===== config.mk =====
export PLATFORM = sky130hd
export DESIGN_NAME = lspc_timer_ctrl
export DESIGN_NICKNAME = d
export VERILOG_FILES = /design/src/rtl/lspc_pkg.sv /design/src/rtl/lspc_irq_prio.sv /design/src/rtl/lspc_timer_ctrl.sv
export SDC_FILE = /design/constraint.sdc
export NUM_CORES = 1
export LEC_CHECK = 0
export BUFFER_PORTS_ARGS = -buffer_cell sky130_fd_sc_hd__buf_2
export CAP_MARGIN = 30
export CORE_AREA = 5 5 44 46
export CTS_CLUSTER_DIAMETER = 80
export CTS_CLUSTER_SIZE = 16
export DETAILED_ROUTE_END_ITERATION = 12
export DIE_AREA = 0 0 49 51
export HOLD_SLACK_MARGIN = 0.06
export PLACE_DENSITY = 0.82
export SYNTH_ARGS = -nofsm -noshare
export SYNTH_HDL_FRONTEND = slang
export SYNTH_SLANG_ARGS = --single-unit

===== constraint.sdc =====
create_clock -name LSPC_6M -period 1 [get_ports LSPC_6M]
set_input_delay 0.2 -clock LSPC_6M [delete_from_list [all_inputs] [get_ports LSPC_6M]]
set_output_delay 0.2 -clock LSPC_6M [all_outputs]
set_load 0.1 [all_outputs]

===== src/rtl/lspc_pkg.sv =====
// Shared constants for the LSPC timer control slice: 68k register bit
// positions and the active-low IPL codes driven onto the 68k.
package lspc_pkg;

  // REG_LSPCMODE bit positions
  localparam int unsigned LSPCMODE_IRQ_EN = 4;
  localparam int unsigned LSPCMODE_MODE0  = 5;
  localparam int unsigned LSPCMODE_MODE1  = 6;
  localparam int unsigned LSPCMODE_MODE2  = 7;

  // REG_IRQACK bit positions
  localparam int unsigned IRQACK_ACK_L3 = 0;
  localparam int unsigned IRQACK_ACK_L2 = 1;
  localparam int unsigned IRQACK_ACK_L1 = 2;

  // Active-low IPL codes (~level)
  typedef enum logic [2:0] {
    NIPL_NONE = 3'b111,
    NIPL_L1   = 3'b110,
    NIPL_L2   = 3'b101,
    NIPL_L3   = 3'b100
  } nipl_e;

  // Highest pending level wins; nothing pending releases the IPL lines.
  function automatic nipl_e ipl_encode(input logic p3, input logic p2, input logic p1);
    if (p3)      return NIPL_L3;
    else if (p2) return NIPL_L2;
    else if (p1) return NIPL_L1;
    else         return NIPL_NONE;
  endfunction

endpackage


===== src/rtl/lspc_irq_prio.sv =====
// LSPC interrupt pending flags (vblank, timer, cold boot) with 68k
// acknowledge and a registered active-low IPL encoder.
module lspc_irq_prio
  import lspc_pkg::*;
(
  input  logic       clk,
  input  logic       rst,
  input  logic       set_l1,
  input  logic       set_l2,
  input  logic       ack,
  input  logic [2:0] ack_data,
  output logic [2:0] nipl
);

  logic  p1;
  logic  p2;
  logic  p3;
  logic  clr_l1;
  logic  clr_l2;
  logic  clr_l3;
  nipl_e nipl_q;

  // Decode acknowledge bits into per-level clears
  always_comb begin
    clr_l1 = ack & ack_data[IRQACK_ACK_L1];
    clr_l2 = ack & ack_data[IRQACK_ACK_L2];
    clr_l3 = ack & ack_data[IRQACK_ACK_L3];
  end

  // Pending flags: a set in the same cycle as a clear keeps the flag set
  always_ff @(posedge clk) begin
    if (rst) begin
      p1 <= 1'b0;
      p2 <= 1'b0;
      p3 <= 1'b1;
    end else begin
      p1 <= set_l1 | (p1 & ~clr_l1);
      p2 <= set_l2 | (p2 & ~clr_l2);
      p3 <= p3 & ~clr_l3;
    end
  end

  // Registered IPL encoder, one cycle behind the pending flags
  always_ff @(posedge clk) begin
    if (rst) nipl_q <= NIPL_NONE;
    else     nipl_q <= ipl_encode(p3, p2, p1);
  end

  assign nipl = nipl_q;

endmodule


===== src/rtl/lspc_timer_ctrl.sv =====
// LSPC raster timer control: 68k-visible timer configuration, reload strobe
// generation for the three reload modes, PAL stop-zone count gating, and the
// interrupt priority block driving the 68k IPL pins.
module lspc_timer_ctrl
  import lspc_pkg::*;
#(
  parameter int unsigned STOP_LINES = 16
) (
  input  logic        LSPC_6M,
  input  logic        RESETP,
  input  logic [15:0] M68K_DATA,
  input  logic        WR_LSPCMODE,
  input  logic        WR_TIMER_LOW,
  input  logic        WR_TIMER_STOP,
  input  logic        WR_IRQ_ACK,
  input  logic        VBLANK_START,
  input  logic        TIMER_CO,
  input  logic [8:0]  RASTERC,
  input  logic        VMODE,
  output logic        RELOAD,
  output logic        TIMER_EN,
  output logic [2:0]  TIMER_MODE,
  output logic        TIMER_IRQ_EN,
  output logic [2:0]  nIPL
);

  logic       stop;
  logic [1:0] low_pipe;
  logic       vbl_q;
  logic       stop_zone;
  logic       unused_data;

  assign unused_data = ^{M68K_DATA[15:8], M68K_DATA[3]};

  // 68k register writes: LSPCMODE timer bits and TIMERSTOP
  always_ff @(posedge LSPC_6M) begin
    if (RESETP) begin
      TIMER_MODE   <= '0;
      TIMER_IRQ_EN <= 1'b0;
      stop         <= 1'b0;
    end else begin
      if (WR_LSPCMODE) begin
        TIMER_IRQ_EN <= M68K_DATA[LSPCMODE_IRQ_EN];
        TIMER_MODE   <= M68K_DATA[LSPCMODE_MODE2:LSPCMODE_MODE0];
      end
      if (WR_TIMER_STOP) stop <= M68K_DATA[0];
    end
  end

  // Reload event delays: 2-stage pipe for low-word writes, 1 stage for vblank
  always_ff @(posedge LSPC_6M) begin
    if (RESETP) begin
      low_pipe <= '0;
      vbl_q    <= 1'b0;
    end else begin
      low_pipe <= {low_pipe[0], WR_TIMER_LOW};
      vbl_q    <= VBLANK_START;
    end
  end

  // Reload strobe: mode bits sampled at emission; terminal count reloads combinationally
  always_comb begin
    RELOAD = (low_pipe[1] & TIMER_MODE[0])
           | (vbl_q       & TIMER_MODE[1])
           | (TIMER_CO    & TIMER_MODE[2]);
  end

  // PAL stop zone: first STOP_LINES raster lines while stop is set
  always_comb begin
    stop_zone = stop & VMODE & (32'(RASTERC) < STOP_LINES);
  end

  // Count enable, registered one cycle after the zone condition
  always_ff @(posedge LSPC_6M) begin
    if (RESETP) TIMER_EN <= 1'b1;
    else        TIMER_EN <= ~stop_zone;
  end

  lspc_irq_prio u_irq_prio (
    .clk      (LSPC_6M),
    .rst      (RESETP),
    .set_l1   (VBLANK_START),
    .set_l2   (TIMER_CO & TIMER_IRQ_EN),
    .ack      (WR_IRQ_ACK),
    .ack_data (M68K_DATA[2:0]),
    .nipl     (nIPL)
  );

endmodule


==> results of run 1 <==
## worst paths after layout
check	endpoint	cells past startpoint
max	RELOAD	3
min	u_irq_prio.p1	2
max reg2reg	TIMER_MODE[2]	5
min reg2reg	TIMER_EN	1
## cells in the mapped netlist, drive strengths merged, types with 2 or more instances
cell type | n | share of area (%)
nor2b | 3 | 3.8
nand2 | 2 | 1.5
inv | 2 | 1.5
buf | 3 | 4.6
o21bai | 2 | 3.0
mux2i | 5 | 10
nor2 | 8 | 6.1
dfxtp | 14 | 57
## layer usage
| metal | part of all wire (%) | routed length, um | global-route usage [%] |
|---|---|---|---|
| met1 | 38 | 458 | 12.0 |
| met2 | 52 | 618 | 16.7 |
| met3 | 6.4 | 76 | 3.78 |
| met4 | 3.4 | 40 | 8.07 |
| met5 | 0 | 0 | 0 |
## registers in the layout, indices dropped and copies added (netlist names)
name and flops:
vbl_q 1, u_irq_prio.p3 1, u_irq_prio.p2 1, TIMER_EN 1, u_irq_prio.nipl 2, TIMER_MODE 3, u_irq_prio.p1 1, stop 1
TIMER_IRQ_EN 1, low_pipe 2
## layout make-up
cell class,count,share of cell area (%)
Timing Repair Buffer,35,36.7
Inverter,2,0.875
Multi-Input combinational cell,28,21.3
Clock buffer,4,4.23
Sequential cell,14,34.5
Tap cell,16,2.33
## metrics by stage
stage	TNS [ns]	area, um^2	util, %	setup WS [ns]	power [W]
final	-0.849	858	58.3	-0.421	0.00137
after global routing	-1.19	858	58.3	-0.531	0.00142
after CTS	-1.06	862	58.6	-0.435	0.00139
after detailed placement	-0.199	782	53.1	-0.199	0.000960
after global placement	-0.203	782	53.1	-0.203	0.000952
after floorplan	-0.287	509	-	-0.287	0.000824
## cell usage in the layout, fill, tap and decap left out, drive strengths merged
cell type / netlist / final
buf: 3 / 35
nor2b: 3 / 3
a21o: 1 / 1
a21bo: 1 / 1
a222oi: 1 / 1
dfxtp: 14 / 14
o21bai: 2 / 2
a311oi: 1 / 1
clkbuf: 0 / 4
conb: 1 / 1
nor2: 8 / 8
a21oi: 1 / 1
nand4: 1 / 1
mux2i: 5 / 5
nand2: 2 / 2
inv: 2 / 2
nor4: 1 / 1
## timing repair
| item | 4_1_cts | 5_1_grt |
|---|---|---|
| resized for setup | 6 | 2 |
| pin swaps | 0 | 1 |
| setup endpoints to repair | 8 | 8 |
| setup buffers | 3 | 3 |
## power breakdown
group,switching (W),total [W],internal (W)
registers,0.0000194,0.000607,0.000588
clock network,0.000181,0.000402,0.000222
logic,0.000213,0.000356,0.000143
## logic make-up after synthesis
kind of cell	Yosys count	share of synthesized area [%]
AND/OR/NAND/NOR	15	14.0
flip-flops	14	56.9
AO/OA/AOI/OAI	7	12.2
multiplexers	5	10.2
buffers and inverters	5	6.09
other	1	0.761
## worst max-delay path, stage by stage (launching register included)
cell	delay, ns
sky130_fd_sc_hd__dfxtp_4	0.35
sky130_fd_sc_hd__a222oi_1	0.35
sky130_fd_sc_hd__inv_2	0.06
sky130_fd_sc_hd__buf_6	0.19
==> Implementation_results.wiki, run 1 <==
{| class="wikitable"
! Metric !! Value
|-
| Post-detailed-route count of antenna-violating nets || 0
|-
| Count of vias placed by the detailed router || 458
|-
| Root Driver || sky130_fd_sc_hd__clkbuf_4
|-
| Nets || 118
|-
| Finish-stage setup viols || 6
|-
| Violations in the final reports || setup timing
|-
| Async S/R FF share, synth || 0%
|-
| Beginning of the critical path || TIMER_MODE[2]
|-
| Data required time of the critical path || about 0.8 ns
|-
| Area used by multi-input combinational logic || 183 um^2
|-
| Final cell count without fillers || 99
|-
| Clk buf depth || 2
|-
| Diode count || 0
|-
| Area occupied by registers || 297 um^2
|-
| Final period utilization || 142%
|-
| Post-synth net total || 81
|-
| Number of cells in the design after placement || 92
|-
| Unrepaired setup endpoints after global routing || yes
|-
| Antenna violations before repair || 0
|-
| DRT Pass-1 Iters || 4
|-
| Worst-case register-to-register setup slack || 0.03 ns
|-
| Vias in the first global route || 480
|-
| Core area || 1470 um^2
|-
| Sequential cell area fraction in the yosys report || approximately 57%
|-
| Arrival @ worst endpoint || 1.22 ns
|-
| Pin count of the biggest net entering global routing || 15
|-
| Distinct cell type count after synthesis || 16
|-
| Via-to-Cell Ratio || about 4.6
|-
| Reg-to-reg startpoint || TIMER_MODE[2]
|-
| Cell row count || 14
|-
| Synthesis Warnings || 0
|-
| Type of the worst min-delay path || input pin to register
|-
| Starting density of the core || 33.5%
|-
| Dpl hpwl || roughly 950 um
|-
| CP startpoint kind || register
|-
| Predominant post-synthesis flop cell || sky130_fd_sc_hd__dfxtp_1
|-
| Number of buffers added to fix hold violations after cts || 0
|-
| Die width || 49 um
|-
| Count of filler cells inserted in the layout || approximately 150
|-
| FF+latch count, synth || 14
|-
| WHS || 0.118 ns
|-
| Total I/O pin count || 43
|-
| Clock sink count || 14
|-
| Syn-to-layout area delta || 74.1%
|-
| Worst Slack Setup Final || -0.421 ns
|-
| Total congestion overflow || 0
|-
| Post-synthesis instance area || about 490 um^2
|-
| Worst VDD drop || 0.911 mV
|-
| Cells after Synth || between 40 and 50
|-
| Final critical delay including setup and external delays || 1.42 ns
|-
| EDFF count, synth || 0
|-
| Crit Path Max Fanout || 2
|-
| Number of DRC markers in iteration 0 || 6
|-
| H-tree levels || 1
|-
| Total count of max-transition violations in the final report || 0
|-
| Pwr/cell area || 1590 nW/um^2
|-
| Launch point of the worst hold path || M68K_DATA[2]
|-
| Post-detailed-routing wire length || 1190 um
|-
| Clock tree from TritonCTS || done
|-
| Status || finished with violations
|-
| Vertical extent of the die || 51 um
|-
| Max Cap Viol || 0
|-
| First-pass GRT wire length || 1970 um
|-
| Die footprint || 2500 um^2
|-
| Critical Path Sink Type || output pin
|-
| Count of unresolved DRC violations after routing || 0
|-
| Clock latency at the later pin of the worst-skew pair || 0.28 ns
|-
| Leakage power || 0.414 nW
|-
| Type of the worst setup path || register to output pin
|-
| Layout cells sized above 1 || 57.8%
|-
| Inserted Clock Buffers || 3
|-
| Final Wtd Congestion || 0.648
|-
| Fmax || between 700 and 800 MHz
|-
| Avg Inst Size Synth || 10.5 um^2
|-
| Mean routed wirelength per cell || 12.1 um
|-
| Port Buffers || 28
|-
| Final Hold Vio Count || 0
|-
| Worst setup skew after layout || 0.00406 ns
|-
| GRT Total Usage || between 10 and 15%
|-
| Clock-pin slew of the registers on the worst-case setup and hold paths || 0.08 ns
|}
Power figures use the tool's default switching activity.
==> run 2, diff against run 1 <==
Settings changed: CORE_AREA 5 5 44 46 to 5 5 45 47, DIE_AREA 0 0 49 51 to 0 0 50 52, PLACE_DENSITY 0.82 to 0.8, SYNTH_HIERARCHICAL set to 1, TNS_END_PERCENT set to 5.
==> Implementation_results.wiki, run 2 <==
{| class="wikitable"
! Metric !! Value
|-
| FF-to-FF path depth || 3 (was 5)
|-
| Final critical delay including setup and external delays || 1.41 ns (was 1.42 ns)
|-
| Final period utilization || 141% (was 142%)
|-
| Worst Slack Setup Final || -0.410 ns (was -0.421 ns)
|-
| Most frequent cells after synthesis || 14 x sky130_fd_sc_hd__dfxtp_1, 8 x sky130_fd_sc_hd__nor2_1, 5 x sky130_fd_sc_hd__mux2i_1 (unchanged)
|-
| Total congestion overflow || 0 (unchanged)
|-
| Leakage power || 0.393 nW (was 0.414 nW)
|-
| Root Driver || sky130_fd_sc_hd__clkbuf_4 (unchanged)
|-
| Clock tree from TritonCTS || done (unchanged)
|-
| Most frequent cells in the layout || 20 x sky130_fd_sc_hd__buf_2, 8 x sky130_fd_sc_hd__nor2_1, 7 x sky130_fd_sc_hd__dfxtp_1, 7 x sky130_fd_sc_hd__buf_12, 5 x sky130_fd_sc_hd__mux2i_1 (unchanged)
|-
| WHS || 0.119 ns (was 0.118 ns)
|-
| Die width || 50 um (was 49 um)
|-
| Fmax || 709 MHz (was 704 MHz)
|-
| Die footprint || 2600 um^2 (was 2500 um^2)
|-
| Total count of max-transition violations in the final report || 0 (unchanged)
|-
| Avg Inst Size Synth || 10.5 um^2 (about the same)
|-
| Crit Path Max Fanout || 2 (unchanged)
|-
| Clock-pin slew of the registers on the worst-case setup and hold paths || 0.08 ns (about the same)
|-
| Clock sink count || 14 (unchanged)
|-
| First-pass GRT wire length || 1900 um (was 1970 um)
|-
| Max stage delay cell, worst path || sky130_fd_sc_hd__dfxtp_4 (unchanged)
|-
| Mean routed wirelength per cell || 11.3 um (was 12.1 um)
|-
| Critical Path Sink Type || output pin (unchanged)
|-
| DRT Pass-1 Iters || 4 (unchanged)
|-
| Pwr/cell area || 1520 nW/um^2 (was 1590 nW/um^2)
|-
| Post-detailed-routing wire length || 1100 um (was 1190 um)
|-
| Dpl hpwl || 941 um (was 952 um)
|-
| Finish-stage setup viols || 5 (was 6)
|-
| Arrival @ worst endpoint || 1.21 ns (was 1.22 ns)
|-
| Biggest area contributors in the synthesized netlist || sky130_fd_sc_hd__dfxtp_1 55%, sky130_fd_sc_hd__mux2i_1 9.9%, sky130_fd_sc_hd__nor2_1 5.9%, sky130_fd_sc_hd__nor2b_1 5.0%, sky130_fd_sc_hd__a311oi_1 3.5% (was sky130_fd_sc_hd__dfxtp_1 57%, sky130_fd_sc_hd__mux2i_1 10%, sky130_fd_sc_hd__nor2_1 6.1%, sky130_fd_sc_hd__buf_4 4.6%, sky130_fd_sc_hd__nor2b_1 3.8%)
|-
| Post-synth net total || 82 (was 81)
|-
| Final Hold Vio Count || 0 (unchanged)
|-
| Top register by number of flip-flops || TIMER_MODE (unchanged)
|-
| Diode count || 0 (unchanged)
|-
| Worst-case register-to-register setup slack || 0.08 ns (was 0.03 ns)
|-
| Inserted Clock Buffers || 3 (unchanged)
|-
| Vias in the first global route || 472 (was 480)
|-
| Violations in the final reports || setup timing (unchanged)
|-
| Reg-to-reg startpoint || TIMER_IRQ_EN (was TIMER_MODE[2])
|-
| H-tree levels || 1 (unchanged)
|-
| Type of the worst setup path || register to output pin (unchanged)
|-
| Nets || 116 (was 118)
|-
| Most common cell after layout, fill and taps aside || sky130_fd_sc_hd__buf_2 (unchanged)
|-
| Setup repair bufs after CTS || 0 (was 3)
|-
| Capture point of the worst path || RELOAD (unchanged)
|-
| Maximum single-stage delay on the critical path || 0.35 ns (about the same)
|-
| Via-to-Cell Ratio || 4.53 (was 4.63)
|-
| Starting density of the core || 31.3% (was 33.5%)
|-
| Final Wtd Congestion || 0.653 (was 0.648)
|-
| EDFF count, synth || 0 (unchanged)
|-
| Post-synthesis instance area || 505 um^2 (was 493 um^2)
|-
| Status || finished with violations (unchanged)
|-
| Pin count of the biggest net entering global routing || 15 (unchanged)
|-
| Vertical extent of the die || 52 um (was 51 um)
|-
| Capture point of the worst reg-to-reg path || u_irq_prio/p2 (was TIMER_MODE[2])
|-
| Clk buf depth || 2 (unchanged)
|-
| Antenna violations before repair || 0 (unchanged)
|-
| Port Buffers || 28 (unchanged)
|-
| Max FFs per register || 3 (unchanged)
|-
| Worst setup skew after layout || 0.00137 ns (was 0.00406 ns)
|-
| FF+latch count, synth || 14 (unchanged)
|-
| Cell accounting for the most synthesized area || sky130_fd_sc_hd__dfxtp_1 (unchanged)
|-
| Core area || 1610 um^2 (was 1470 um^2)
|-
| Ordered cell list for the critical path || a222oi_1 > inv_2 > buf_6 (unchanged)
|-
| Count of unresolved DRC violations after routing || 0 (unchanged)
|-
| Beginning of the critical path || TIMER_MODE[0] (was TIMER_MODE[2])
|-
| GRT Total Usage || 9.62% (was 10.7%)
|-
| Number of DRC markers in iteration 0 || 6 (unchanged)
|-
| Total I/O pin count || 43 (unchanged)
|-
| Area fraction of the dominant cell type after synthesis || 55.4% (was 56.9%)
|-
| Layout cells sized above 1 || 54.3% (was 57.8%)
|-
| Max Cap Viol || 0 (unchanged)
|-
| Type of the worst min-delay path || input pin to register (unchanged)
|-
| Cell row count || 15 (was 14)
|-
| Synthesis Warnings || 6 (was 0)
|-
| Clock latency at the later pin of the worst-skew pair || 0.27 ns (was 0.28 ns)
|-
| Async S/R FF share, synth || 0% (unchanged)
|-
| Worst slack at placement || -0.201 ns (was -0.199 ns)
|-
| Most instantiated library cell after synthesis || sky130_fd_sc_hd__dfxtp_1 (unchanged)
|-
| Sequential cell area fraction in the yosys report || 55.4% (was 56.9%)
|-
| Distinct cell type count after synthesis || 16 (unchanged)
|-
| Cells after Synth || 48 (was 47)
|-
| Unrepaired setup endpoints after global routing || yes (unchanged)
|-
| Predominant post-synthesis flop cell || sky130_fd_sc_hd__dfxtp_1 (unchanged)
|-
| Post-detailed-route count of antenna-violating nets || 0 (unchanged)
|-
| CP startpoint kind || register (unchanged)
|-
| Count of vias placed by the detailed router || 444 (was 458)
|-
| Number of buffers added to fix hold violations after cts || 0 (unchanged)
|-
| Syn-to-layout area delta || 65.1% (was 74.1%)
|-
| Worst VDD drop || 0.758 mV (was 0.911 mV)
|-
| Data required time of the critical path || 0.80 ns (about the same)
|}
-- run 2: cell type report --
cell class,instances,area [um^2]
Clock buffer,4,26.3
Fill cell,154,779
Inverter,3,11.3
Multi-Input combinational cell,28,188
Sequential cell,14,299
Tap cell,17,21.3
Timing Repair Buffer,32,289
-- run 2: cell families (layout without fill, tap and decap cells) --
kind of cell | count (synthesis) | in the layout | synth area share, %
compound gates | 6 | 6 | 9.90
buf+inv | 6 | 39 | 7.42
flops | 14 | 14 | 55.4
mux | 5 | 5 | 9.90
other cells | 1 | 1 | 0.742
simple gates | 16 | 16 | 16.6
-- run 2: stage by stage --
step	area, um^2	util [%]	cells	total power (W)	TNS [ns]
after floorplan	518	-	48	0.000824	-0.821
after global placement	788	48.8	94	0.000953	-0.195
after detailed placement	788	48.8	94	0.000959	-0.201
after CTS	832	51.6	98	0.00129	-0.802
after global routing	835	51.7	98	0.00134	-0.954
final	835	51.7	98	0.00127	-0.708
-- run 2: metal layers --
layer,up-vias,track usage (%),share of wire (%)
met3,0,3.15,11
met4,0,6.55,0
li1,224,-,-
met2,20,15.9,50
met5,-,0,0
met1,200,10.3,39
-- run 2: worst min-delay path by stage --
stage	cells past startpoint	slack (ns)	endpoint	from
after global routing	2	0.11	TIMER_EN	VMODE
after detailed placement	1	0.39	TIMER_EN	stop
after floorplan	1	0.28	u_irq_prio/p1	RESETP
after global placement	1	0.38	TIMER_EN	stop
final	2	0.12	TIMER_EN	VMODE
after CTS	2	0.11	TIMER_EN	VMODE
-- run 2: timing repair --
item | 4_1_cts | 5_1_grt
gates resized for setup | 7 | 1
pin swaps | 0 | 1
endpoints found under the setup margin | 8 | 9
-- run 2: worst max-delay path: cells and delay by family (launching register included) --
kind            cells  cell delay [ns]
buf+inv             2             0.25
compound gates      1             0.34
flops               1             0.35
-- run 2: where the power goes --
| group | switching (W) | leakage (nW) | internal (W) | total [W] |
|---|---|---|---|---|
| clock network | 0.000165 | 0.0150 | 0.000155 | 0.000319 |
| logic | 0.000210 | 0.260 | 0.000134 | 0.000345 |
| registers | 0.0000200 | 0.118 | 0.000586 | 0.000606 |
| total | 0.000395 | 0.393 | 0.000875 | 0.00127 |
==> run 3, diff against run 2 <==
Settings changed: BUFFER_PORTS_ARGS -buffer_cell sky130_fd_sc_hd__buf_2 to -buffer_cell sky130_fd_sc_hd__buf_4.
==> Implementation_results.wiki, run 3 (synthesis results as in run 2) <==
{| class="wikitable"
! Metric !! Value
|-
| Crit Path Max Fanout || 2 (unchanged)
|-
| Worst setup skew after layout || 0.00470 ns (was 0.00137 ns)
|-
| Total I/O pin count || 43 (unchanged)
|-
| Maximum single-stage delay on the critical path || 0.35 ns (about the same)
|-
| Die footprint || 2600 um^2 (unchanged)
|-
| GRT Total Usage || 9.21% (was 9.62%)
|-
| Clock-pin slew of the registers on the worst-case setup and hold paths || 0.08 ns (about the same)
|-
| Worst VDD drop || 0.793 mV (was 0.758 mV)
|-
| Count of filler cells inserted in the layout || 145 (was 154)
|-
| Fmax || 704 MHz (was 709 MHz)
|-
| Count of vias placed by the detailed router || 438 (was 444)
|-
| Count of buffer and inverter cells on the critical path || 2 (unchanged)
|-
| Cell row count || 15 (unchanged)
|-
| Core area || 1610 um^2 (unchanged)
|-
| Top delay family on crit path || flip-flops (unchanged)
|-
| Arrival @ worst endpoint || 1.22 ns (was 1.21 ns)
|-
| Type of the worst setup path || register to output pin (unchanged)
|-
| Via-to-Cell Ratio || 4.52 (was 4.53)
|-
| Pwr/cell area || 1470 nW/um^2 (was 1520 nW/um^2)
|-
| Max Cap Viol || 0 (unchanged)
|-
| Hold Crit Endpoint || TIMER_EN (unchanged)
|-
| Summed negative setup slack over all endpoints || -0.714 ns (was -0.708 ns)
|-
| Launch point of the worst hold path || VMODE (unchanged)
|-
| Post-detailed-routing wire length || 1070 um (was 1100 um)
|-
| Mean routed wirelength per cell || 11.0 um (was 11.3 um)
|-
| Syn-to-layout area delta || 73.5% (was 65.1%)
|-
| Clock latency at the later pin of the worst-skew pair || 0.27 ns (about the same)
|-
| Status || finished with violations (unchanged)
|-
| Final Wtd Congestion || 0.667 (was 0.653)
|-
| Setup repair bufs after CTS || 0 (unchanged)
|-
| Violations in the final reports || setup timing (unchanged)
|-
| Layout cells sized above 1 || 53.8% (was 54.3%)
|-
| Clk buf depth || 2 (unchanged)
|-
| Die width || 50 um (unchanged)
|-
| WHS || 0.116 ns (was 0.119 ns)
|-
| Most frequent cells in the layout || 21 x sky130_fd_sc_hd__buf_4, 8 x sky130_fd_sc_hd__nor2_1, 7 x sky130_fd_sc_hd__dfxtp_1, 7 x sky130_fd_sc_hd__buf_12, 5 x sky130_fd_sc_hd__mux2i_1 (was 20 x sky130_fd_sc_hd__buf_2, 8 x sky130_fd_sc_hd__nor2_1, 7 x sky130_fd_sc_hd__dfxtp_1, 7 x sky130_fd_sc_hd__buf_12, 5 x sky130_fd_sc_hd__mux2i_1)
|-
| FF-to-FF path depth || 3 (unchanged)
|-
| Type of the worst min-delay path || input pin to register (unchanged)
|-
| Number of DRC markers in iteration 0 || 3 (was 6)
|-
| Data required time of the critical path || 0.80 ns (about the same)
|-
| Leakage power || 0.406 nW (was 0.393 nW)
|-
| Dpl hpwl || 878 um (was 941 um)
|-
| Inserted Clock Buffers || 3 (unchanged)
|-
| Clock tree from TritonCTS || done (unchanged)
|-
| First-pass GRT wire length || 1780 um (was 1900 um)
|-
| Pin count of the biggest net entering global routing || 15 (unchanged)
|-
| Max FFs per register || 3 (unchanged)
|-
| Final period utilization || 142% (was 141%)
|-
| Reg-to-reg startpoint || TIMER_IRQ_EN (unchanged)
|-
| Capture point of the worst reg-to-reg path || u_irq_prio/p2 (unchanged)
|-
| Antenna violations before repair || 0 (unchanged)
|-
| Worst Slack Setup Final || -0.421 ns (was -0.410 ns)
|-
| Diode count || 0 (unchanged)
|-
| H-tree levels || 1 (unchanged)
|-
| Post-detailed-route count of antenna-violating nets || 0 (unchanged)
|-
| Count of unresolved DRC violations after routing || 0 (unchanged)
|-
| Total count of max-transition violations in the final report || 0 (unchanged)
|-
| CP startpoint kind || register (unchanged)
|-
| Final Hold Vio Count || 0 (unchanged)
|-
| Unrepaired setup endpoints after global routing || yes (unchanged)
|-
| Root Driver || sky130_fd_sc_hd__clkbuf_4 (unchanged)
|-
| Vertical extent of the die || 52 um (unchanged)
|-
| Port Buffers || 28 (unchanged)
|-
| Number of buffers added to fix hold violations after cts || 0 (unchanged)
|-
| Total congestion overflow || 0 (unchanged)
|-
| Max stage delay cell, worst path || sky130_fd_sc_hd__dfxtp_4 (unchanged)
|-
| DRT Pass-1 Iters || 4 (unchanged)
|-
| Starting density of the core || 31.3% (unchanged)
|-
| Most common cell after layout, fill and taps aside || sky130_fd_sc_hd__buf_4 (was sky130_fd_sc_hd__buf_2)
|-
| Clock sink count || 14 (unchanged)
|-
| Top register by number of flip-flops || TIMER_MODE (unchanged)
|-
| Hold Path Stages || 2 (unchanged)
|-
| Finish-stage setup viols || 5 (unchanged)
|-
| Worst-case register-to-register setup slack || 0.13 ns (was 0.08 ns)
|-
| Vias in the first global route || 440 (was 472)
|-
| Ordered cell list for the critical path || a222oi_1 > inv_2 > buf_6 (unchanged)
|-
| Nets || 115 (was 116)
|-
| Final critical delay including setup and external delays || 1.42 ns (was 1.41 ns)
|-
| Critical Path Sink Type || output pin (unchanged)
|}
run 3: changes by cell type in the layout (fill, tap and decap cells not counted), sizes merged:
cell  delta
buf      -1
run 3: worst max path at each step:
stage / from / endpoint / cells past startpoint
floorplan: TIMER_MODE[0] / RELOAD / 2
global placement: TIMER_MODE[0] / RELOAD / 3
detailed placement: TIMER_MODE[0] / RELOAD / 3
CTS: TIMER_MODE[0] / RELOAD / 3
global route: TIMER_MODE[0] / RELOAD / 3
finish: TIMER_MODE[0] / RELOAD / 3
run 3: what timing repair did:
| action | CTS | global route |
|---|---|---|
| hold endpoints to repair | 0 | 0 |
| cloned | 0 | 0 |
| pin swaps | 1 | 1 |
| endpoints found under the setup margin | 8 | 8 |
| resized for setup | 27 | 1 |
run 3: power by group:
part / switching, W / total (W) / internal [W]
Sequential: 0.0000200 / 0.000606 / 0.000586
Clock: 0.000164 / 0.000318 / 0.000154
Combinational: 0.000209 / 0.000363 / 0.000154
Total: 0.000392 / 0.00129 / 0.000894
run 3: per-stage QoR:
step / area [um^2] / total power (W) / setup slack [ns] / cells / util [%]
final: 877 / 0.00129 / -0.421 / 97 / 54.3
after global routing: 877 / 0.00135 / -0.498 / 97 / 54.3
after CTS: 875 / 0.00131 / -0.463 / 97 / 54.2
after detailed placement: 746 / 0.000929 / -0.160 / 93 / 46.2
after global placement: 746 / 0.000925 / -0.155 / 93 / 46.2
after floorplan: 518 / 0.000824 / -0.287 / 48 / -
run 3: metal layers:
layer | wire (um) | vias to the layer above | track usage, %
met5 | 0 | - | 0
met4 | 10 | 0 | 6.55
met3 | 112 | 2 | 4.87
met2 | 501 | 20 | 13.0
met1 | 447 | 193 | 10.5
li1 | - | 223 | -
run 3: final cells by class:
class	count	area, um^2	share of cell area [%]
Sequential cell	14	299	34.1
Multi-Input combinational cell	28	188	21.4
Timing Repair Buffer	31	332	37.8
Tap cell	17	21.3	2.43
Inverter	3	11.3	1.28
Clock buffer	4	26.3	3.00
run 3: worst register-to-register path: cells and delay by family, from the launching register on:
family / cells / cell delay (ns)
simple gates: 1 / 0.14
compound gates: 1 / 0.23
flops: 1 / 0.37
buf+inv: 1 / 0.04
